File: src/rtl/dma_pkg.sv
// Shared definitions for the outbound DMA controller.
//   dma_state_t : controller FSM states
//   WORD_BYTES  : byte stride between consecutive 32-bit source words
package dma_pkg;

  typedef enum logic [2:0] {
    IDLE = 3'd0,
    READ = 3'd1,
    WAIT = 3'd2,
    SEND = 3'd3,
    FIN  = 3'd4
  } dma_state_t;

  localparam int unsigned WORD_BYTES = 4;

endpackage

File: src/rtl/dma_ctrl_if.sv
// Signal bundle between dma_ctrl and its surroundings (CPU, data memory,
// outbound DMA port, interrupt logic).
//   slave  : the view used by dma_ctrl
//   master : the view used by the system / testbench driving dma_ctrl
// Groups:
//   control   : start, cfg_src, cfg_len, abort, busy, done
//   memory    : cpu_mem_req, dma_mem_rd, dma_mem_addr, mem_rdata
//   outbound  : en, memDataOut, memAddr, nextTransaction
//   interrupt : irq, irq_ack
interface dma_ctrl_if #(
  parameter int unsigned LEN_W  = 16,
  parameter int unsigned DATA_W = 32
) ();

  logic              start;
  logic [DATA_W-1:0] cfg_src;
  logic [LEN_W-1:0]  cfg_len;
  logic              abort;

  logic              cpu_mem_req;
  logic              dma_mem_rd;
  logic [DATA_W-1:0] dma_mem_addr;
  logic [DATA_W-1:0] mem_rdata;

  logic              en;
  logic [DATA_W-1:0] memDataOut;
  logic [DATA_W-1:0] memAddr;
  logic              nextTransaction;

  logic              busy;
  logic              done;
  logic              irq;
  logic              irq_ack;

  modport slave (
    input  start, cfg_src, cfg_len, abort,
    input  cpu_mem_req, mem_rdata, nextTransaction, irq_ack,
    output dma_mem_rd, dma_mem_addr,
    output en, memDataOut, memAddr,
    output busy, done, irq
  );

  modport master (
    output start, cfg_src, cfg_len, abort,
    output cpu_mem_req, mem_rdata, nextTransaction, irq_ack,
    input  dma_mem_rd, dma_mem_addr,
    input  en, memDataOut, memAddr,
    input  busy, done, irq
  );

endinterface

File: src/rtl/dma_ctrl.sv
// Outbound DMA sequencer. Reads cfg_len words starting at cfg_src from the
// shared data-memory read port (CPU has priority) and presents each word on
// the outbound port (en / memDataOut / memAddr) until nextTransaction accepts
// it. Completion gives a one-cycle done pulse and a sticky irq.
// Ports:
//   clk, rst_n : clock, asynchronous active-low reset
//   bus        : dma_ctrl_if.slave, all control/memory/outbound/irq signals
module dma_ctrl
  import dma_pkg::*;
#(
  parameter int unsigned LEN_W  = 16,
  parameter int unsigned DATA_W = 32
) (
  input  logic       clk,
  input  logic       rst_n,
  dma_ctrl_if.slave  bus
);

  dma_state_t        state;
  logic [DATA_W-1:0] addr;
  logic [LEN_W-1:0]  cnt;
  logic [DATA_W-1:0] data_q;
  logic [DATA_W-1:0] maddr_q;
  logic              irq_q;

  always_ff @(posedge clk or negedge rst_n) begin
    if (!rst_n) begin
      state   <= IDLE;
      addr    <= '0;
      cnt     <= '0;
      data_q  <= '0;
      maddr_q <= '0;
      irq_q   <= 1'b0;
    end else begin
      // Setting in FIN beats a coincident acknowledge; an aborted FIN sets nothing.
      if (state == FIN && !bus.abort)
        irq_q <= 1'b1;
      else if (bus.irq_ack)
        irq_q <= 1'b0;

      // abort overrides every transition, including start in IDLE and an
      // accept in SEND; an in-flight read is simply never captured.
      if (bus.abort) begin
        state <= IDLE;
      end else begin
        unique case (state)
          IDLE: begin
            if (bus.start) begin
              if (bus.cfg_len != '0) begin
                addr  <= bus.cfg_src & ~DATA_W'(WORD_BYTES - 1);
                cnt   <= bus.cfg_len;
                state <= READ;
              end else begin
                state <= FIN;
              end
            end
          end
          READ: begin
            if (!bus.cpu_mem_req)
              state <= WAIT;
          end
          WAIT: begin
            data_q  <= bus.mem_rdata;
            maddr_q <= addr;
            state   <= SEND;
          end
          SEND: begin
            if (bus.nextTransaction) begin
              cnt   <= cnt - LEN_W'(1);
              addr  <= addr + DATA_W'(WORD_BYTES);
              state <= (cnt == LEN_W'(1)) ? FIN : READ;
            end
          end
          FIN: begin
            state <= IDLE;
          end
          default: begin
            state <= IDLE;
          end
        endcase
      end
    end
  end

  // Strobes decode the state register; the read and valid strobes are also
  // gated by the live cpu_mem_req / abort inputs so they drop in the same cycle.
  always_comb begin
    bus.dma_mem_rd   = (state == READ) && !bus.cpu_mem_req && !bus.abort;
    bus.dma_mem_addr = addr;
    bus.en           = (state == SEND) && !bus.abort;
    bus.memDataOut   = data_q;
    bus.memAddr      = maddr_q;
    bus.busy         = (state != IDLE);
    bus.done         = (state == FIN) && !bus.abort;
    bus.irq          = irq_q;
  end

endmodule

File: src/flat_wrapper.sv
// flat-port wrapper written by rule: the top's interface ports become plain ports
module dma_ctrl_flat import dma_pkg::*;
#(
  parameter int unsigned LEN_W  = 16,
  parameter int unsigned DATA_W = 32
)
  (clk, rst_n, bus_start, bus_cfg_src, bus_cfg_len, bus_abort, bus_cpu_mem_req, bus_mem_rdata, bus_nextTransaction, bus_irq_ack, bus_dma_mem_rd, bus_dma_mem_addr, bus_en, bus_memDataOut, bus_memAddr, bus_busy, bus_done, bus_irq);
  dma_ctrl_if #(.LEN_W(LEN_W), .DATA_W(DATA_W)) bus_i ();
  input  logic clk;
  input  logic rst_n;
  input wire logic [$bits(bus_i.start)-1:0] bus_start;
  input wire logic [$bits(bus_i.cfg_src)-1:0] bus_cfg_src;
  input wire logic [$bits(bus_i.cfg_len)-1:0] bus_cfg_len;
  input wire logic [$bits(bus_i.abort)-1:0] bus_abort;
  input wire logic [$bits(bus_i.cpu_mem_req)-1:0] bus_cpu_mem_req;
  input wire logic [$bits(bus_i.mem_rdata)-1:0] bus_mem_rdata;
  input wire logic [$bits(bus_i.nextTransaction)-1:0] bus_nextTransaction;
  input wire logic [$bits(bus_i.irq_ack)-1:0] bus_irq_ack;
  output wire logic [$bits(bus_i.dma_mem_rd)-1:0] bus_dma_mem_rd;
  output wire logic [$bits(bus_i.dma_mem_addr)-1:0] bus_dma_mem_addr;
  output wire logic [$bits(bus_i.en)-1:0] bus_en;
  output wire logic [$bits(bus_i.memDataOut)-1:0] bus_memDataOut;
  output wire logic [$bits(bus_i.memAddr)-1:0] bus_memAddr;
  output wire logic [$bits(bus_i.busy)-1:0] bus_busy;
  output wire logic [$bits(bus_i.done)-1:0] bus_done;
  output wire logic [$bits(bus_i.irq)-1:0] bus_irq;
  assign bus_i.start = bus_start;
  assign bus_i.cfg_src = bus_cfg_src;
  assign bus_i.cfg_len = bus_cfg_len;
  assign bus_i.abort = bus_abort;
  assign bus_i.cpu_mem_req = bus_cpu_mem_req;
  assign bus_i.mem_rdata = bus_mem_rdata;
  assign bus_i.nextTransaction = bus_nextTransaction;
  assign bus_i.irq_ack = bus_irq_ack;
  assign bus_dma_mem_rd = bus_i.dma_mem_rd;
  assign bus_dma_mem_addr = bus_i.dma_mem_addr;
  assign bus_en = bus_i.en;
  assign bus_memDataOut = bus_i.memDataOut;
  assign bus_memAddr = bus_i.memAddr;
  assign bus_busy = bus_i.busy;
  assign bus_done = bus_i.done;
  assign bus_irq = bus_i.irq;
  dma_ctrl #(.LEN_W(LEN_W), .DATA_W(DATA_W)) u_core (.clk(clk), .rst_n(rst_n), .bus(bus_i));
endmodule
File: config.mk
export PLATFORM = sky130hd
export DESIGN_NAME = dma_ctrl_flat
export DESIGN_NICKNAME = d
export VERILOG_FILES = /design/src/rtl/dma_pkg.sv /design/src/rtl/dma_ctrl_if.sv /design/src/rtl/dma_ctrl.sv /design/src/flat_wrapper.sv
export SDC_FILE = /design/constraint.sdc
export NUM_CORES = 1
export LEC_CHECK = 0
export ABC_CLOCK_PERIOD_IN_PS = 4300
export CORE_UTILIZATION = 25
export DETAILED_ROUTE_END_ITERATION = 10
export DONT_BUFFER_PORTS = 1
export PLACE_DENSITY = 0.43
export SYNTH_ARGS = -nofsm -noshare
export SYNTH_HDL_FRONTEND = slang
export SYNTH_SLANG_ARGS = --single-unit
File: constraint.sdc
create_clock -name clk -period 4.3 [get_ports clk]
set_clock_uncertainty 0.15 [all_clocks]
set_input_delay 0.215 -clock clk [delete_from_list [all_inputs] [get_ports clk]]
set_output_delay 0.215 -clock clk [all_outputs]
set_load 0.01 [all_outputs]
# Word level (Yosys, flattened, before mapping)
# Cells that the tools add are included.
# word_totals
wordCells	51
inputBits	87
regBits	116
out_inout_bits	101
# op_classes
reduce_logical	14
n_mux	17
addsub	2
n_eq_ne	11
bitwise_logic	1
# op_table
cell	count
32-bit two-way mux	3
32-bit one-hot mux with 2 select lines	1
16-bit two-way mux	3
32-bit by 3-bit adder with 32-bit output (second input constant)	1
16-bit one-hot mux with 2 select lines	1
3-bit two-way mux	6
16-bit by 1-bit == test with 1-bit output (second input constant)	1
16-bit nonzero test	1
16-bit by 1-bit subtractor with 16-bit output (second input constant)	1
3-bit one-hot mux with 4 select lines	1
3-bit inequality test (second input constant)	3
3-bit by 2-bit == test with 1-bit output (second input constant)	2
5-bit AND reduction	1
1-bit logical AND	4
2-bit inequality test (second input constant)	2
2-bit nonzero test	2
3-bit by 1-bit == test with 1-bit output (second input constant)	1
3-bit == test (second input constant)	1
3-bit zero test	1
3-bit AND reduction	1
3-bit nonzero test	1
1-bit zero test	2
1-bit two-way mux	2
2-bit by 1-bit inequality test with 1-bit output (second input constant)	1
other kinds (2)	2

# Depth between registers and ports, before layout
# depth
depth_word	5
mapped_depth	8
depth_no_buf	6

# Least setup slack after synthesis
# No wires, ideal clock.
# synth_path
path_type	register -> register
from	register u_core.addr[2] (netlist: u_core.bus.dma_mem_addr[2])
to	register u_core.addr[30] (netlist: u_core.bus.dma_mem_addr[30])
setup_slack_ns	2.315
synth_period_minus_slack_ns	1.985
t_required_ns	4.029
stages_incl_launch_ff	7
t_arrival_ns	1.714
path_cell_list	dfrtp_1 > ha_1 > nand3_1 > nor4_4 > nand4_1 > o21a_1 > o22a_1
# synth_between
elab_chain_len	3
# synth_rtl
element	line	source
start, declared	dma_ctrl.sv:20	logic [DATA_W-1:0] addr;
start signal, assigned	dma_ctrl.sv:50	addr <= bus.cfg_src & ~DATA_W'(WORD_BYTES - 1);
start signal, assigned	dma_ctrl.sv:70	addr <= addr + DATA_W'(WORD_BYTES);
32-bit by 3-bit adder with 32-bit output	dma_ctrl.sv:70	
32-bit two-way mux	dma_ctrl.sv:68	if (bus.nextTransaction) begin
32-bit one-hot mux with 2 select lines	dma_ctrl.sv:46	unique case (state)
# No other way between the ends. The select of a mux whose other input is x is not followed.
# A chain may end at the register's enable or synchronous reset.

# Final worst setup path
# layout_path
from	register u_core.addr[2] (netlist: u_core.bus.dma_mem_addr[2])
to	register u_core.addr[26] (netlist: u_core.bus.dma_mem_addr[26])
# Same word-level chain as after synthesis.

==> out/metrics.yaml <==
status: "complete, no violations"
p_leak_nw: 2.68
r2r_slack_ps: 1760
synth_compound_area_frac: 0.177
routedWlPerCell_um: 18.1
async_flop_share: 1.00
timing.final.crit_share: 0.591
root_buffer: "clkbuf_16"
critPathLaunchType: "flip-flop"
cts_tree: "built"
setup-tns-final_ps: 0
mostFrequentLayoutCells: "dfrtp_1, dlygate4sd3_1, mux2_2, a21oi_1, o21ai_0"
ys_seq_area_frac: 0.505
yosys.cell_types.count: 58
antenna_found_initial: 0
fillers: 2213
final_antenna_net_count: 0
grt_pass1_vias: 4315
start_util: 0.254
drv_cap: 0
post_cts_buffers: 0
grt_pass1_wl_mm: 23.9
vias: 4453
drive_above_1_share: 0.151
maxSlewHeadroom: 0.347
path_max_fanout: 10
layout_min_cycle_time_ps: 2540
synth_xor_xnor_area_share: 0
drc: 0
dieArea_um2: 22800
synth_fa_ha_area_frac: 0.00676
synth_area_um2: 5550
routed_wl_mm: 15.7
clock.fmax_mhz: 394
cp-end-kind: "flip-flop"
drtIter0Drc: 246
hold_viol_final: 0
setup_viol: 0
ys_ff_latch: 112
clk_pin_slew_worst_paths_ps: 80
synth_mux_area_frac: 0.128
core_um2: 21800
power.density_nw_per_um2: 611
crit_arrival_ps: 2610
syn_avg_cell_area_um2: 10.7
ir_drop_mv: 0.197
io_pins: 188
synth_top_family_by_area: "compound AO/OA/AOI/OAI gates"
dieHeight_um: 151
yosys.area_share.simple: 0.144
rows: 54
clk_path_buf_depth: 2
synth_top_flop_cell: "dfrtp_1"
grt_max_degree: 113
die_w_um: 151
via_per_inst: 5.12
tightest_slew_ps: 977
critPathRequiredTime_ps: 4370
final_common_cell: "dfrtp_1"
grt_util_all_layers: 0.139
nets: 674
dr.pass1.iters: 4
diodes: 0
io_buffers: 0
ys_warn_count: 0
layout-area-overhead-vs-synth_pct: 24.6
synth_edf_count: 0
final_core_util: 0.317
h-tree-depth: 3
rsz0062_at_grt: "false"
place_congestion: 0.773
cts_buffers: 9
crit_type: "reg2reg"
clk_latency_ps: 360
drv_slew: 0
dp_hpwl_mm: 10.6
hp-class: "in2reg"
syn_inst: 519
grt-ovfl-total: 0
clock_sinks: 112
## cell usage after synthesis, types with 2 or more instances
master,n,area share
a21oi_1,43,0.039
a22o_1,8,0.013
a22oi_1,4,0.0054
a2bb2oi_1,6,0.0095
a31oi_1,3,0.0034
a32oi_1,2,0.0032
a41o_1,3,0.0054
a41oi_1,2,0.0032
and2_1,4,0.0045
and3_1,7,0.0079
and4_1,3,0.0047
buf_1,4,0.0027
buf_2,19,0.017
buf_4,5,0.0068
buf_6,2,0.0041
clkbuf_1,8,0.0054
dfrtp_1,112,0.51
ha_1,3,0.0068
inv_1,4,0.0027
mux2_1,6,0.012
mux2_2,56,0.11
nand2_1,36,0.024
nand3_1,19,0.017
nand4_1,8,0.0090
nor2_1,23,0.016
nor2_2,2,0.0023
nor2b_1,4,0.0045
nor3_1,10,0.0090
nor3b_1,2,0.0027
nor4_1,9,0.010
nor4_4,2,0.0077
o211ai_1,2,0.0027
o21a_1,2,0.0027
o21ai_0,43,0.039
o22a_1,5,0.0079
o22ai_1,12,0.014
o2bb2a_1,2,0.0036
o2bb2ai_1,3,0.0047
o31a_1,2,0.0032
o31ai_1,6,0.0081
o32ai_1,2,0.0032
or2_1,2,0.0023
or3_1,4,0.0045
## power by group
part / switching (mW) / total [mW] / internal [mW] / leakage (nW)
combinational: 0.490 / 1.04 / 0.548 / 1.21
sequential: 0.790 / 2.34 / 1.55 / 1.33
clock: 0.424 / 0.846 / 0.422 / 0.143
total: 1.70 / 4.23 / 2.52 / 2.68
## timing repair
action | CTS | global route
hold endpoints to repair | 191 | 0
hold buffers | 82 | 0
gates resized for setup | 0 | 0
## area by class of cell
cell class	instances	area, um2	area share
multi-input cells	368	2560	0.370
clock buffers	11	243	0.0351
inverters	4	15.0	0.00217
flip-flops and latches	112	2800	0.406
clock inverters	5	51.3	0.00742
well taps	280	350	0.0507
repair buffers	89	891	0.129
## metal layers
| metal | part of all wire | GRT usage | wire [um] |
|---|---|---|---|
| met1 | 0.44 | 0.176 | 6870 |
| met5 | 0 | 0 | 0 |
| met4 | 0.011 | 0.0410 | 165 |
| met2 | 0.49 | 0.228 | 7630 |
| met3 | 0.066 | 0.0383 | 1040 |
## per-stage QoR
stage | hold WS [ps] | power (mW) | setup WS (ps) | instance area, um2 | instances
2_1_floorplan | -231 | 2.98 | 2310 | 5560 | 522
3_3_place_gp | -227 | 3.29 | 1710 | 5780 | 771
3_5_place_dp | -228 | 3.33 | 1660 | 5780 | 771
4_1_cts | 1.92 | 4.29 | 1720 | 6910 | 869
5_1_grt | 23.9 | 4.53 | 1530 | 6910 | 869
6_report | 6.75 | 4.23 | 1760 | 6910 | 869
## final timing paths
kind / from / endpoint / cells after the start
max in group asynchronous: rst_n / u_core.bus.dma_mem_addr[4] / 2
worst min register to register: u_core.cnt[9] / u_core.cnt[9] / 1
worst min-delay path: bus_cfg_len[11] / u_core.cnt[11] / 3
min in group asynchronous: rst_n / u_core.bus.memAddr[3] / 2
worst max register to register: u_core.bus.dma_mem_addr[2] / u_core.bus.dma_mem_addr[26] / 6
worst max-delay path: u_core.bus.dma_mem_addr[2] / u_core.bus.dma_mem_addr[26] / 6
## cells by family (layout without fill, tap and decap cells)
kind of cell	after synthesis	after routing
multiplexers	63	63
adder cells (fa/ha/maj)	3	3
flip-flops	112	112
AO/OA/AOI/OAI	154	154
buffers and inverters	42	109
AND/OR/NAND/NOR	144	144
other	1	4
## sequential cells by signal, indices dropped and copies added, names as in the netlist
register and flops:
u_core.bus.memAddr 30, u_core.cnt 16, u_core.state 3, u_core.bus.memDataOut 32, u_core.bus.dma_mem_addr 30, u_core.bus.irq 1
## worst max-delay path: stages (launching register included)
cell,delay (ps)
dfrtp_1,510
ha_1,260
nand3_1,210
nor4_4,670
nand2_1,300
o22ai_1,200
a21oi_1,90
Power figures use the tool's default switching activity.
